===== src/rtl/sigmoid_pkg.sv =====
// Shared widths, latency and segment tables for the piecewise-linear sigmoid.
// Tables hold sigmoid at segment endpoints in unsigned Q1.15.
package sigmoid_pkg;
  localparam int X_W     = 16;
  localparam int Y_W     = 16;
  localparam int A_W     = 15;
  localparam int SEG_W   = 5;
  localparam int FRAC_W  = 10;
  localparam int D_W     = 13;
  localparam int PROD_W  = D_W + FRAC_W;
  localparam int LATENCY = 4;
  localparam int NSEG    = 32;

  localparam logic [X_W-1:0] X_MIN = 16'h8000;
  localparam logic [Y_W-1:0] Y_ONE = 16'h8000;
  localparam logic [PROD_W-1:0] RND = PROD_W'(1 << (FRAC_W - 1));

  // B[k] = round(sigmoid(k/4) * 32768)
  localparam logic [Y_W-1:0] B_TAB [NSEG] = '{
    16'd16384, 16'd18421, 16'd20397, 16'd22255,
    16'd23955, 16'd25471, 16'd26790, 16'd27917,
    16'd28862, 16'd29644, 16'd30282, 16'd30799,
    16'd31214, 16'd31545, 16'd31807, 16'd32015,
    16'd32179, 16'd32307, 16'd32408, 16'd32487,
    16'd32549, 16'd32597, 16'd32635, 16'd32664,
    16'd32687, 16'd32705, 16'd32719, 16'd32730,
    16'd32738, 16'd32745, 16'd32750, 16'd32754
  };

  // E[k] = round(sigmoid((k+1)/4) * 32768)
  localparam logic [Y_W-1:0] E_TAB [NSEG] = '{
    16'd18421, 16'd20397, 16'd22255, 16'd23955,
    16'd25471, 16'd26790, 16'd27917, 16'd28862,
    16'd29644, 16'd30282, 16'd30799, 16'd31214,
    16'd31545, 16'd31807, 16'd32015, 16'd32179,
    16'd32307, 16'd32408, 16'd32487, 16'd32549,
    16'd32597, 16'd32635, 16'd32664, 16'd32687,
    16'd32705, 16'd32719, 16'd32730, 16'd32738,
    16'd32745, 16'd32750, 16'd32754, 16'd32757
  };
endpackage


===== src/rtl/sigmoid_seg_lut.sv =====
// Segment lookup: base value and rise across one 0.25-wide segment.
// Purely combinational; the pipeline registers its outputs.
module sigmoid_seg_lut
  import sigmoid_pkg::*;
(
  input  logic [SEG_W-1:0] k_i,
  output logic [Y_W-1:0]   b_o,
  output logic [D_W-1:0]   d_o
);

  assign b_o = B_TAB[k_i];
  // Largest rise is the first segment (2037), well inside 13 bits.
  assign d_o = D_W'(E_TAB[k_i] - B_TAB[k_i]);

endmodule


===== src/rtl/sigmoid_pipelined.sv =====
// Four-stage free-running sigmoid: |x|, segment lookup, interpolate, mirror.
// Negative inputs use sigmoid(-x) = 1 - sigmoid(x).
module sigmoid_pipelined
  import sigmoid_pkg::*;
(
  input  logic           clk,
  input  logic           rst,
  input  logic           valid_in,
  input  logic [X_W-1:0] data_in,
  output logic           valid_out,
  output logic [Y_W-1:0] data_out
);

  logic [LATENCY-1:0] v_q;

  logic           s1_q, s2_q, s3_q, s4_q;
  logic [A_W-1:0] a1_q, a1_d;

  logic [FRAC_W-1:0] f2_q;
  logic [Y_W-1:0]    b2_q;
  logic [D_W-1:0]    d2_q;

  logic [Y_W-1:0] b3_q;
  logic [D_W-1:0] p3_q, p3_d;

  logic [Y_W-1:0] y4_q, y4_d;

  logic [Y_W-1:0] lut_b;
  logic [D_W-1:0] lut_d;

  // -0x8000 has no positive twin; clamp to the largest magnitude.
  always_comb begin
    a1_d = data_in[A_W-1:0];
    if (data_in == X_MIN)
      a1_d = '1;
    else if (data_in[X_W-1])
      a1_d = A_W'(-data_in);
  end

  sigmoid_seg_lut u_lut (
    .k_i (a1_q[A_W-1:FRAC_W]),
    .b_o (lut_b),
    .d_o (lut_d)
  );

  assign p3_d = D_W'((PROD_W'(d2_q) * PROD_W'(f2_q) + RND) >> FRAC_W);
  assign y4_d = b3_q + Y_W'(p3_q);

  always_ff @(posedge clk or posedge rst) begin
    if (rst) begin
      v_q  <= '0;
      s1_q <= 1'b0;
      a1_q <= '0;
      s2_q <= 1'b0;
      f2_q <= '0;
      b2_q <= '0;
      d2_q <= '0;
      s3_q <= 1'b0;
      b3_q <= '0;
      p3_q <= '0;
      s4_q <= 1'b0;
      y4_q <= '0;
    end else begin
      v_q  <= {v_q[LATENCY-2:0], valid_in};
      s1_q <= data_in[X_W-1];
      a1_q <= a1_d;
      s2_q <= s1_q;
      f2_q <= a1_q[FRAC_W-1:0];
      b2_q <= lut_b;
      d2_q <= lut_d;
      s3_q <= s2_q;
      b3_q <= b2_q;
      p3_q <= p3_d;
      s4_q <= s3_q;
      y4_q <= y4_d;
    end
  end

  assign valid_out = v_q[LATENCY-1];
  assign data_out  = s4_q ? (Y_ONE - y4_q) : y4_q;

endmodule


===== config.mk =====
export PLATFORM = sky130hd
export DESIGN_NAME = sigmoid_pipelined
export DESIGN_NICKNAME = d
export VERILOG_FILES = /design/src/rtl/sigmoid_pkg.sv /design/src/rtl/sigmoid_seg_lut.sv /design/src/rtl/sigmoid_pipelined.sv
export SDC_FILE = /design/constraint.sdc
export NUM_CORES = 1
export LEC_CHECK = 0
export ABC_AREA = 0
export BUFFER_PORTS_ARGS = -buffer_cell sky130_fd_sc_hd__buf_4
export CAP_MARGIN = 10
export CORE_MARGIN = 2
export CORE_UTILIZATION = 60
export CTS_BUF_LIST = sky130_fd_sc_hd__clkbuf_4
export DETAILED_ROUTE_END_ITERATION = 7
export GPL_TIMING_DRIVEN = 0
export MAX_ROUTING_LAYER = met4
export PLACE_DENSITY_LB_ADDON = 0.08
export SETUP_SLACK_MARGIN = 0.5
export SYNTH_ARGS = -nofsm -noshare
export SYNTH_HDL_FRONTEND = slang
export SYNTH_SLANG_ARGS = --single-unit
export TNS_END_PERCENT = 1

===== constraint.sdc =====
create_clock -name clk -period 6.7 [get_ports clk]
set_input_delay 1.34 -clock clk [delete_from_list [all_inputs] [get_ports clk]]
set_output_delay 1.34 -clock clk [all_outputs]
set_load 0.03 [all_outputs]

==> metrics.cfg, run 1 <==
[layout]
layout-drive-gt1-share_pct = 6.15
final_cells = 1306
fin_nets = 1290
area_growth_pct = 7.19
stdcell_area_mm2 = 0.0102
n_fill_cell = 1382

[yosys]
synth_compound_area_share_pct = 10.5
synthMuxAreaShare_pct = 0.563
synth_top_area_share_pct = 27.5
synthArstFlopShare_pct = 100
synth-main-ff-cell = dfrtp_1
avgSynthCellArea_um2 = 9.21
synth_simple_gate_area_share_pct = 16.8
synthAdderAreaFrac_pct = 31.4
synth_top_family_by_area = adder cells
synth_xor_area_share_pct = 5.78
syn_area_mm2 = 0.00955
ys_warn_count = 0
synthTopCellsByArea = dfrtp_1 (28%), fa_1 (18%), ha_1 (13%), inv_1 (5.3%), nand2_1 (4.8%)
netlist_instances = 1037
synth_nets = 1243
synth.distinct_cells = 57
yosysTopAreaCell = dfrtp_1
ys_ff_latch = 105
synth_edf_count = 0
seq_area_frac_synth_pct = 27.5

[timing]
fin_crit_sh_pct = 85.4
slew_violations = 0
hold_viol = 0
fin_worst_skew_ns = 0.0314
rsz0062_at_grt = no
setup_viol = 0
worst-slew-pin-transition_ns = 0.888
final.setup.tns_ns = 0
fmax_mhz = 175
timing.final.crit_period_ns = 5.72
slew_headroom_pct = 39.3

[clock_tree]
insertion_delay_ns = 0.50
postCtsSetupBuffers = 0
cts_resized = 0
h-tree-depth = 3
cts_tree = yes
ctsLongestPathBuffers = 2
cts_buffers = 9
postCtsHoldBufs = 0
clkTransAtPathRegs_ns = 0.16
cts_sinks = 105
cts_root_buffer = clkbuf_4

[die]
num_rows = 46
die_w_um = 130
boundaryPins = 36
die_h_um = 130
start_util_pct = 60.8
core_mm2 = 0.0157
dieArea_mm2 = 0.0169

[job]
drv_cap = 0

[setup_path]
cp-endpoint = p3_q[6]
reg2reg_from = f2_q[6]
rr_worst_depth = 18
crit_type = reg -> reg
critPathMaxFanout = 10
cp-start-kind = register
startpoint = f2_q[6]
endpoint_kind = register
crit_arrival_ns = 6.12
timing.rr.end = p3_q[6]
regToRegSetupSlack_ns = 0.98
crit_required_ns = 7.10

[global_routing]
grt_pass1_vias = 6899
grt-ovfl-total = 0
grt_usage_pct = 27.3
antenna_found_initial = 1
grt_first_pass_wirelength_um = 34400
grt_max_degree = 62

[routing]
post_drt_wl_per_cell_um = 16.3
num_vias = 7132
dr.pass1.iters = 6
viasPerCell = 5.46
ant_nets = 0
route.final.wire_length_um = 21300
drcViolationCount = 0
drtIter0Drc = 479

[placed_design]
gp_congestion = 0.968
placedCellCount = 1289
place_hpwl_um = 17000
placed_cell_area_mm2 = 0.0101
port_buffers = 35

[status]
status = finished clean

[hold_path]
hold_path.class = reg -> reg

==> registers in the layout, indices dropped and copies added (netlist names) <==
signal	cells
y4_q	16
a1_q	15
b2_q	15
b3_q	15
d2_q	13
p3_q	13
f2_q	10
v_q	4
s1_q	1
s2_q	1
s3_q	1
s4_q	1
==> metal layers <==
layer	routed length (um)	track usage (%)	part of all wire, %
met2	10200	43.0	48
met1	9120	36.4	43
met3	1550	4.55	7.3
met4	469	8.54	2.2
met5	0	-	0
==> Yosys cell counts (5+ instances only) <==
master	count
nor2b_1	6
clkbuf_1	42
o211ai_1	6
a21oi_1	59
fa_1	88
inv_1	135
o21ai_0	38
xnor2_1	39
ha_1	99
nor3_1	18
nand3_1	17
or3_1	5
a31oi_1	7
nand2_1	122
nor2_1	58
o31ai_1	11
xor2_1	24
a21o_1	11
nand2b_1	7
dfrtp_1	105
and2_1	73
==> cells by family (layout without fill, tap and decap cells) <==
family	after synthesis	count (layout)
compound gates	164	164
xor+xnor	63	63
flops	105	105
buf+inv	182	234
fa+ha+maj	187	187
other cells	1	2
simple gates	331	331
mux	4	4
==> how the worst min path moves through the flow <==
stage          startpoint       to  cells after the start
2_1_floorplan     b2_q[0]  b3_q[0]                      0
3_3_place_gp      a1_q[5]  f2_q[5]                      0
3_5_place_dp      b2_q[1]  b3_q[1]                      0
4_1_cts           a1_q[5]  f2_q[5]                      0
5_1_grt           a1_q[5]  f2_q[5]                      0
6_report          a1_q[5]  f2_q[5]                      0
==> critical path: stages, from the launching register on <==
cell and delay (ns):
dfrtp_1 0.46, clkbuf_1 0.45, nand2_1 0.16, fa_1 0.48, fa_1 0.50, fa_1 0.49, inv_1 0.06, fa_1 0.54
inv_1 0.06, fa_1 0.53, inv_1 0.04, ha_1 0.30, nand3_1 0.15, a31o_2 0.24, a211oi_1 0.40, a21oi_1 0.21
o21bai_1 0.24, a21o_1 0.16, xor2_1 0.18
==> cell usage in the layout, fill, tap and decap left out, types with 39 or more instances in the layout <==
| cell type | Yosys | final |
|---|---|---|
| and2_1 | 73 | 73 |
| nand2_1 | 122 | 122 |
| a21oi_1 | 59 | 59 |
| ha_1 | 99 | 99 |
| fa_1 | 88 | 88 |
| nor2_1 | 58 | 58 |
| inv_1 | 135 | 134 |
| xnor2_1 | 39 | 39 |
| dfrtp_1 | 105 | 105 |
| clkbuf_1 | 42 | 42 |
==> through the flow <==
stage	setup WS, ns	hold WS (ns)	utilization [%]
2_1_floorplan	1.79	0.331	-
3_3_place_gp	1.04	0.331	64.2
3_5_place_dp	1.06	0.335	64.3
4_1_cts	1.00	0.351	65.1
5_1_grt	0.713	0.360	65.1
6_report	0.980	0.354	65.1
==> area by class of cell <==
cell class / instances / area [um2] / share of cell area (%)
Clock inverter: 7 / 53.8 / 0.526
Sequential cell: 105 / 2630 / 25.7
Tap cell: 216 / 270 / 2.64
Antenna cell: 1 / 2.50 / 0.0244
Timing Repair Buffer: 36 / 290 / 2.84
Multi-Input combinational cell: 750 / 6220 / 60.8
Buffer: 47 / 189 / 1.85
Inverter: 135 / 509 / 4.98
Clock buffer: 9 / 67.6 / 0.660
Power of run 1 is left out: the tool's default activity adds up to more than one toggle a clock period on the data nets, which glitch-free logic cannot reach.
==> run 2, diff against run 1 <==
--- a/config.mk
+++ b/config.mk
@@ -8,8 +8,10 @@
 export ABC_AREA = 0
 export BUFFER_PORTS_ARGS = -buffer_cell sky130_fd_sc_hd__buf_4
 export CAP_MARGIN = 10
+export CELL_PAD_IN_SITES_DETAIL_PLACEMENT = 0
+export CELL_PAD_IN_SITES_GLOBAL_PLACEMENT = 2
 export CORE_MARGIN = 2
-export CORE_UTILIZATION = 60
+export CORE_UTILIZATION = 42
 export CTS_BUF_LIST = sky130_fd_sc_hd__clkbuf_4
 export DETAILED_ROUTE_END_ITERATION = 7
 export GPL_TIMING_DRIVEN = 0
==> run 2 against run 1 <==
Clock-buffer cell count increased by 1. Flip-flop and latch count is the same. Critical path depth is 1 lower. Design area grew 1.3%. Critical path type unchanged. Clock skew is 0.014 ns lower. Worst setup slack worse by 0.024 ns. Wire length is 4.8% higher. Via count shrank 1.8%. Sequential share of layout area decreased by 0.33 points. Worst hold slack better by 0.012 ns. Die area rose by 41%.
==> metrics.cfg, run 2 (synthesized netlist as in run 1, its figures left out) <==
[status]
status = finished clean

[setup_path]
reg2reg_from = f2_q[4]
endpoint_kind = register
cp-start-kind = register
regToRegSetupSlack_ns = 0.96  ; -0.02 ns
crit_arrival_ns = 6.12  ; about the same
startpoint = f2_q[4]
crit_required_ns = 7.07  ; -0.03 ns
critPathMaxFanout = 10  ; unchanged
crit_type = reg -> reg

[die]
start_util_pct = 42.4  ; -18 points
num_rows = 55  ; +20%
die_h_um = 155  ; +19%
die_w_um = 155  ; +19%
dieArea_mm2 = 0.0240  ; +41%
boundaryPins = 36  ; unchanged
core_mm2 = 0.0225  ; +43%

[global_routing]
grt_usage_pct = 20.2  ; -7.1 points
grt_max_degree = 74  ; +19%
grt_first_pass_wirelength_um = 37000  ; +7.6%
antenna_found_initial = 1  ; unchanged
grt_pass1_vias = 7123  ; +3.2%
grt-ovfl-total = 0  ; unchanged

[hold_path]
hold_path.class = reg -> reg
holdCritStartpoint = a1_q[6]

[routing]
drcViolationCount = 0  ; unchanged
num_vias = 7003  ; -1.8%
viasPerCell = 5.09  ; -6.7%
dr.pass1.iters = 5  ; -1
route.final.wire_length_um = 22300  ; +4.8%
drtIter0Drc = 357  ; -25%
post_drt_wl_per_cell_um = 16.2  ; -0.45%
ant_nets = 0  ; unchanged

[layout]
final_common_cell = inv_1
most-common-layout-cells = inv_1 (134), nand2_1 (122), dfrtp_1 (105)
area_growth_pct = 8.57
largest_reg_flops = 16  ; unchanged
regMostFlops = y4_q
fin_util_pct = 46.1  ; -19 points
layout-drive-gt1-share_pct = 6.43  ; +0.28 points
fin_nets = 1290  ; unchanged

[clock_tree]
cts_sinks = 105  ; unchanged
cts_resized = 0  ; unchanged
ctsLongestPathBuffers = 2  ; unchanged
postCtsSetupBuffers = 0  ; unchanged
postCtsHoldBufs = 0  ; unchanged
insertion_delay_ns = 0.47  ; -0.03 ns
clkTransAtPathRegs_ns = 0.16  ; about the same
h-tree-depth = 3  ; unchanged
cts_tree = yes
cts_root_buffer = clkbuf_4
cts_buffers = 9  ; unchanged

[timing]
fin_worst_skew_ns = 0.0178  ; -0.0136 ns
fmax_mhz = 174  ; -0.43%
slew_violations = 0  ; unchanged
hold_viol = 0  ; unchanged
hold-worst-slack_ns = 0.366  ; +0.0122 ns
worst-slew-pin-transition_ns = 0.854  ; -0.0340 ns
timing.final.crit_period_ns = 5.74  ; +0.0244 ns
slew_headroom_pct = 41.6  ; +2.3 points
final.setup.tns_ns = 0  ; unchanged
fin_crit_sh_pct = 85.7  ; +0.36 points
rsz0062_at_grt = no
setup_viol = 0  ; unchanged

[placed_design]
place_hpwl_um = 18000  ; +6.1%
port_buffers = 35  ; unchanged
gp_congestion = 0.914  ; -5.6%

[job]
drv_cap = 0  ; unchanged

==> run 2: metrics by stage <==
stage	area [um2]	cells	worst slack [ns]
2_1_floorplan	9550	1037	1.79
3_3_place_gp	10200	1357	0.945
3_5_place_dp	10200	1358	0.899
4_1_cts	10400	1374	0.828
5_1_grt	10400	1375	0.522
6_report	10400	1375	0.955
==> run 2: critical path: stages, from the launching register on <==
cell and delay [ns]:
dfrtp_1 0.50, clkbuf_1 0.48, nand2_1 0.15, fa_1 0.44, fa_1 0.51, fa_1 0.49
inv_1 0.05, fa_1 0.53, inv_1 0.05, fa_1 0.54, inv_1 0.04, ha_1 0.30
nand3_1 0.18, a31o_2 0.26, a211oi_1 0.36, a21oi_1 0.21, o21ai_0 0.33, xor2_1 0.24
==> run 2: worst paths after layout <==
path                            end  cells after the start
max                         p3_q[8]                     17
min                         f2_q[6]                      0
max reg2reg                 p3_q[8]                     17
min reg2reg                 f2_q[6]                      0
max in group asynchronous   f2_q[0]                      3
min in group asynchronous  y4_q[15]                      2
==> run 2: layout make-up <==
class	count	area (um2)
buffer	47	191
multi-input combinational	750	6220
inverter	135	509
timing repair buffer	36	290
tap	285	357
fill	2222	12100
sequential	105	2630
antenna	1	2.50
clock buffer	10	75.1
clock inverter	6	88.8
==> run 2: routing by layer <==
layer / vias to the layer above / wire, um / track usage, %
met1: 3414 / 10900 / 27.5
met4: 0 / 399 / 5.25
met5: - / 0 / -
li1: 3454 / - / -
met2: 109 / 10400 / 32.2
met3: 26 / 681 / 2.47
Power of run 2 is left out for the same reason.
==> run 3, diff against run 2 <==
--- a/config.mk
+++ b/config.mk
@@ -10,7 +10,7 @@
 export CAP_MARGIN = 10
 export CELL_PAD_IN_SITES_DETAIL_PLACEMENT = 0
 export CELL_PAD_IN_SITES_GLOBAL_PLACEMENT = 2
-export CORE_MARGIN = 2
+export CORE_MARGIN = 5
 export CORE_UTILIZATION = 42
 export CTS_BUF_LIST = sky130_fd_sc_hd__clkbuf_4
 export DETAILED_ROUTE_END_ITERATION = 7
==> constraint.sdc (replaced) <==
create_clock -name clk -period 6.7 [get_ports clk]
set_input_delay 1.005 -clock clk [delete_from_list [all_inputs] [get_ports clk]]
set_output_delay 1.005 -clock clk [all_outputs]
set_load 0.03 [all_outputs]
==> run 3 against run 2 <==
Via count rose by 0.84%. Global-route usage fell by 1.3 points. Final cell count did not move. Clock skew rose by 0.0034 ns. Sequential share of layout area barely moved. Wire length rose by 2.0%. Flip-flop and latch count did not move. Fmax fell by 0.65%. Worst hold slack got worse by 0.011 ns. Clock-buffer cell count did not move.
==> metrics.cfg, run 3 (synthesized netlist as in run 1, its figures left out) <==
[timing]
rsz0062_at_grt = no
slew_violations = 0  ; unchanged
hold_viol = 0  ; unchanged
slew_headroom_pct = 41.5  ; -0.13 points
final.setup.tns_ns = 0  ; unchanged
worst-slew-pin-transition_ns = 0.855  ; +0.00185 ns
setup_viol = 0  ; unchanged
fin_crit_sh_pct = 86.3  ; +0.56 points
fmax_mhz = 173  ; -0.65%
fin_worst_skew_ns = 0.0212  ; +0.00340 ns
timing.final.crit_period_ns = 5.78  ; +0.0376 ns

[global_routing]
grt_pass1_vias = 7158  ; +0.49%
grt_first_pass_wirelength_um = 38000  ; +2.8%
grt_max_degree = 77  ; +4.1%
antenna_found_initial = 1  ; unchanged
grt-ovfl-total = 0  ; unchanged
grt_usage_pct = 18.9  ; -1.3 points

[setup_path]
rr_worst_depth = 18  ; +1
critPathMaxFanout = 10  ; unchanged
regToRegSetupSlack_ns = 0.92  ; -0.04 ns
reg2reg_from = f2_q[4]
crit_top_cell = fa_1
path_delay_family = adder cells
path_cells = clkbuf_1, nand2_1, fa_1, fa_1, fa_1, inv_1, fa_1, inv_1, fa_1, inv_1, ha_1, nand3_1, a31o_2, a211oi_1, a21oi_1, o21ai_0, a211oi_1, nor2_1
slowest_delay_ns = 0.53  ; about the same
cp-start-kind = register
crit_arrival_ns = 6.17  ; +0.05 ns
crit_required_ns = 7.08  ; about the same
timing.rr.end = p3_q[9]
path_buf_inv = 4  ; unchanged
crit_type = reg -> reg
crit_slowest_cell = fa_1
endpoint_kind = register

[layout]
most-common-layout-cells = inv_1 (134), nand2_1 (122), dfrtp_1 (105)
layout-drive-gt1-share_pct = 6.52  ; +0.092 points
area_growth_pct = 8.58  ; about the same
final_common_cell = inv_1
largest_reg_flops = 16  ; unchanged
n_fill_cell = 2249  ; +1.2%
regMostFlops = y4_q
fin_nets = 1290  ; unchanged

[clock_tree]
cts_sinks = 105  ; unchanged
cts_resized = 0  ; unchanged
cts_tree = yes
clkTransAtPathRegs_ns = 0.17  ; about the same
ctsLongestPathBuffers = 2  ; unchanged
h-tree-depth = 3  ; unchanged
insertion_delay_ns = 0.47  ; about the same
postCtsHoldBufs = 0  ; unchanged
postCtsSetupBuffers = 0  ; unchanged
cts_buffers = 9  ; unchanged
cts_root_buffer = clkbuf_4

[routing]
drtIter0Drc = 427  ; +20%
dr.pass1.iters = 5  ; unchanged
post_drt_wl_per_cell_um = 16.6  ; +2.0%
route.final.wire_length_um = 22800  ; +2.0%
ant_nets = 0  ; unchanged
drcViolationCount = 0  ; unchanged
num_vias = 7062  ; +0.84%
viasPerCell = 5.14  ; +0.84%

[die]
start_util_pct = 42.4  ; unchanged
boundaryPins = 36  ; unchanged
core_mm2 = 0.0225  ; unchanged
num_rows = 55  ; unchanged
dieArea_mm2 = 0.0258  ; +7.9%
die_h_um = 161  ; +3.9%
die_w_um = 161  ; +3.9%

[hold_path]
hold_end = b3_q[6]
holdCritStartpoint = b2_q[6]
whs_path_depth = 0  ; unchanged
hold_path.class = reg -> reg

[placed_design]
port_buffers = 35  ; unchanged
place_hpwl_um = 18300  ; +1.7%
gp_congestion = 0.927  ; +1.4%

[job]
drv_cap = 0  ; unchanged

[status]
status = finished clean

[run 3: how the worst max path moves through the flow]
stage	from	end	slack, ns	depth (start not counted)
finish	f2_q[4]	p3_q[9]	0.92	18
floorplan	f2_q[3]	p3_q[9]	1.79	18
global placement	f2_q[3]	p3_q[9]	0.87	18
detailed placement	f2_q[3]	p3_q[9]	0.82	18
global route	f2_q[4]	p3_q[9]	0.50	18
CTS	f2_q[3]	p3_q[9]	0.75	18
[run 3: per-layer routing]
layer / vias to the layer above / track usage [%] / routed length, um
met3: 29 / 2.13 / 894
li1: 3441 / - / -
met4: 0 / 3.64 / 315
met5: - / - / 0
met1: 3429 / 25.9 / 10600
met2: 163 / 30.7 / 11000
[run 3: layout make-up]
class	count	area, um2	share of cell area, %
well taps	285	357	3.44
repair buffers	36	290	2.80
multi-input cells	750	6220	60.0
diodes	1	2.50	0.0241
inverters	135	509	4.91
plain buffers	47	193	1.86
clock inverters	6	88.8	0.857
clock buffers	10	75.1	0.724
flip-flops and latches	105	2630	25.3
[run 3: metrics by stage]
step	setup WS (ns)	instance area, um2	hold slack, ns	utilization, %	instances
floorplan	1.79	9550	0.331	-	1037
global placement	0.871	10200	0.332	45.2	1357
detailed placement	0.820	10200	0.335	45.3	1358
CTS	0.747	10400	0.350	46.0	1374
global route	0.504	10400	0.350	46.1	1375
finish	0.918	10400	0.355	46.1	1375
[run 3: worst register-to-register path, stage by stage, from the launching register on]
cell	delay (ns)
dfrtp_1	0.47
clkbuf_1	0.50
nand2_1	0.15
fa_1	0.44
fa_1	0.51
fa_1	0.49
inv_1	0.05
fa_1	0.53
inv_1	0.05
fa_1	0.53
inv_1	0.04
ha_1	0.31
nand3_1	0.17
a31o_2	0.25
a211oi_1	0.39
a21oi_1	0.23
o21ai_0	0.33
a211oi_1	0.12
nor2_1	0.16
Power of run 3 is left out for the same reason.
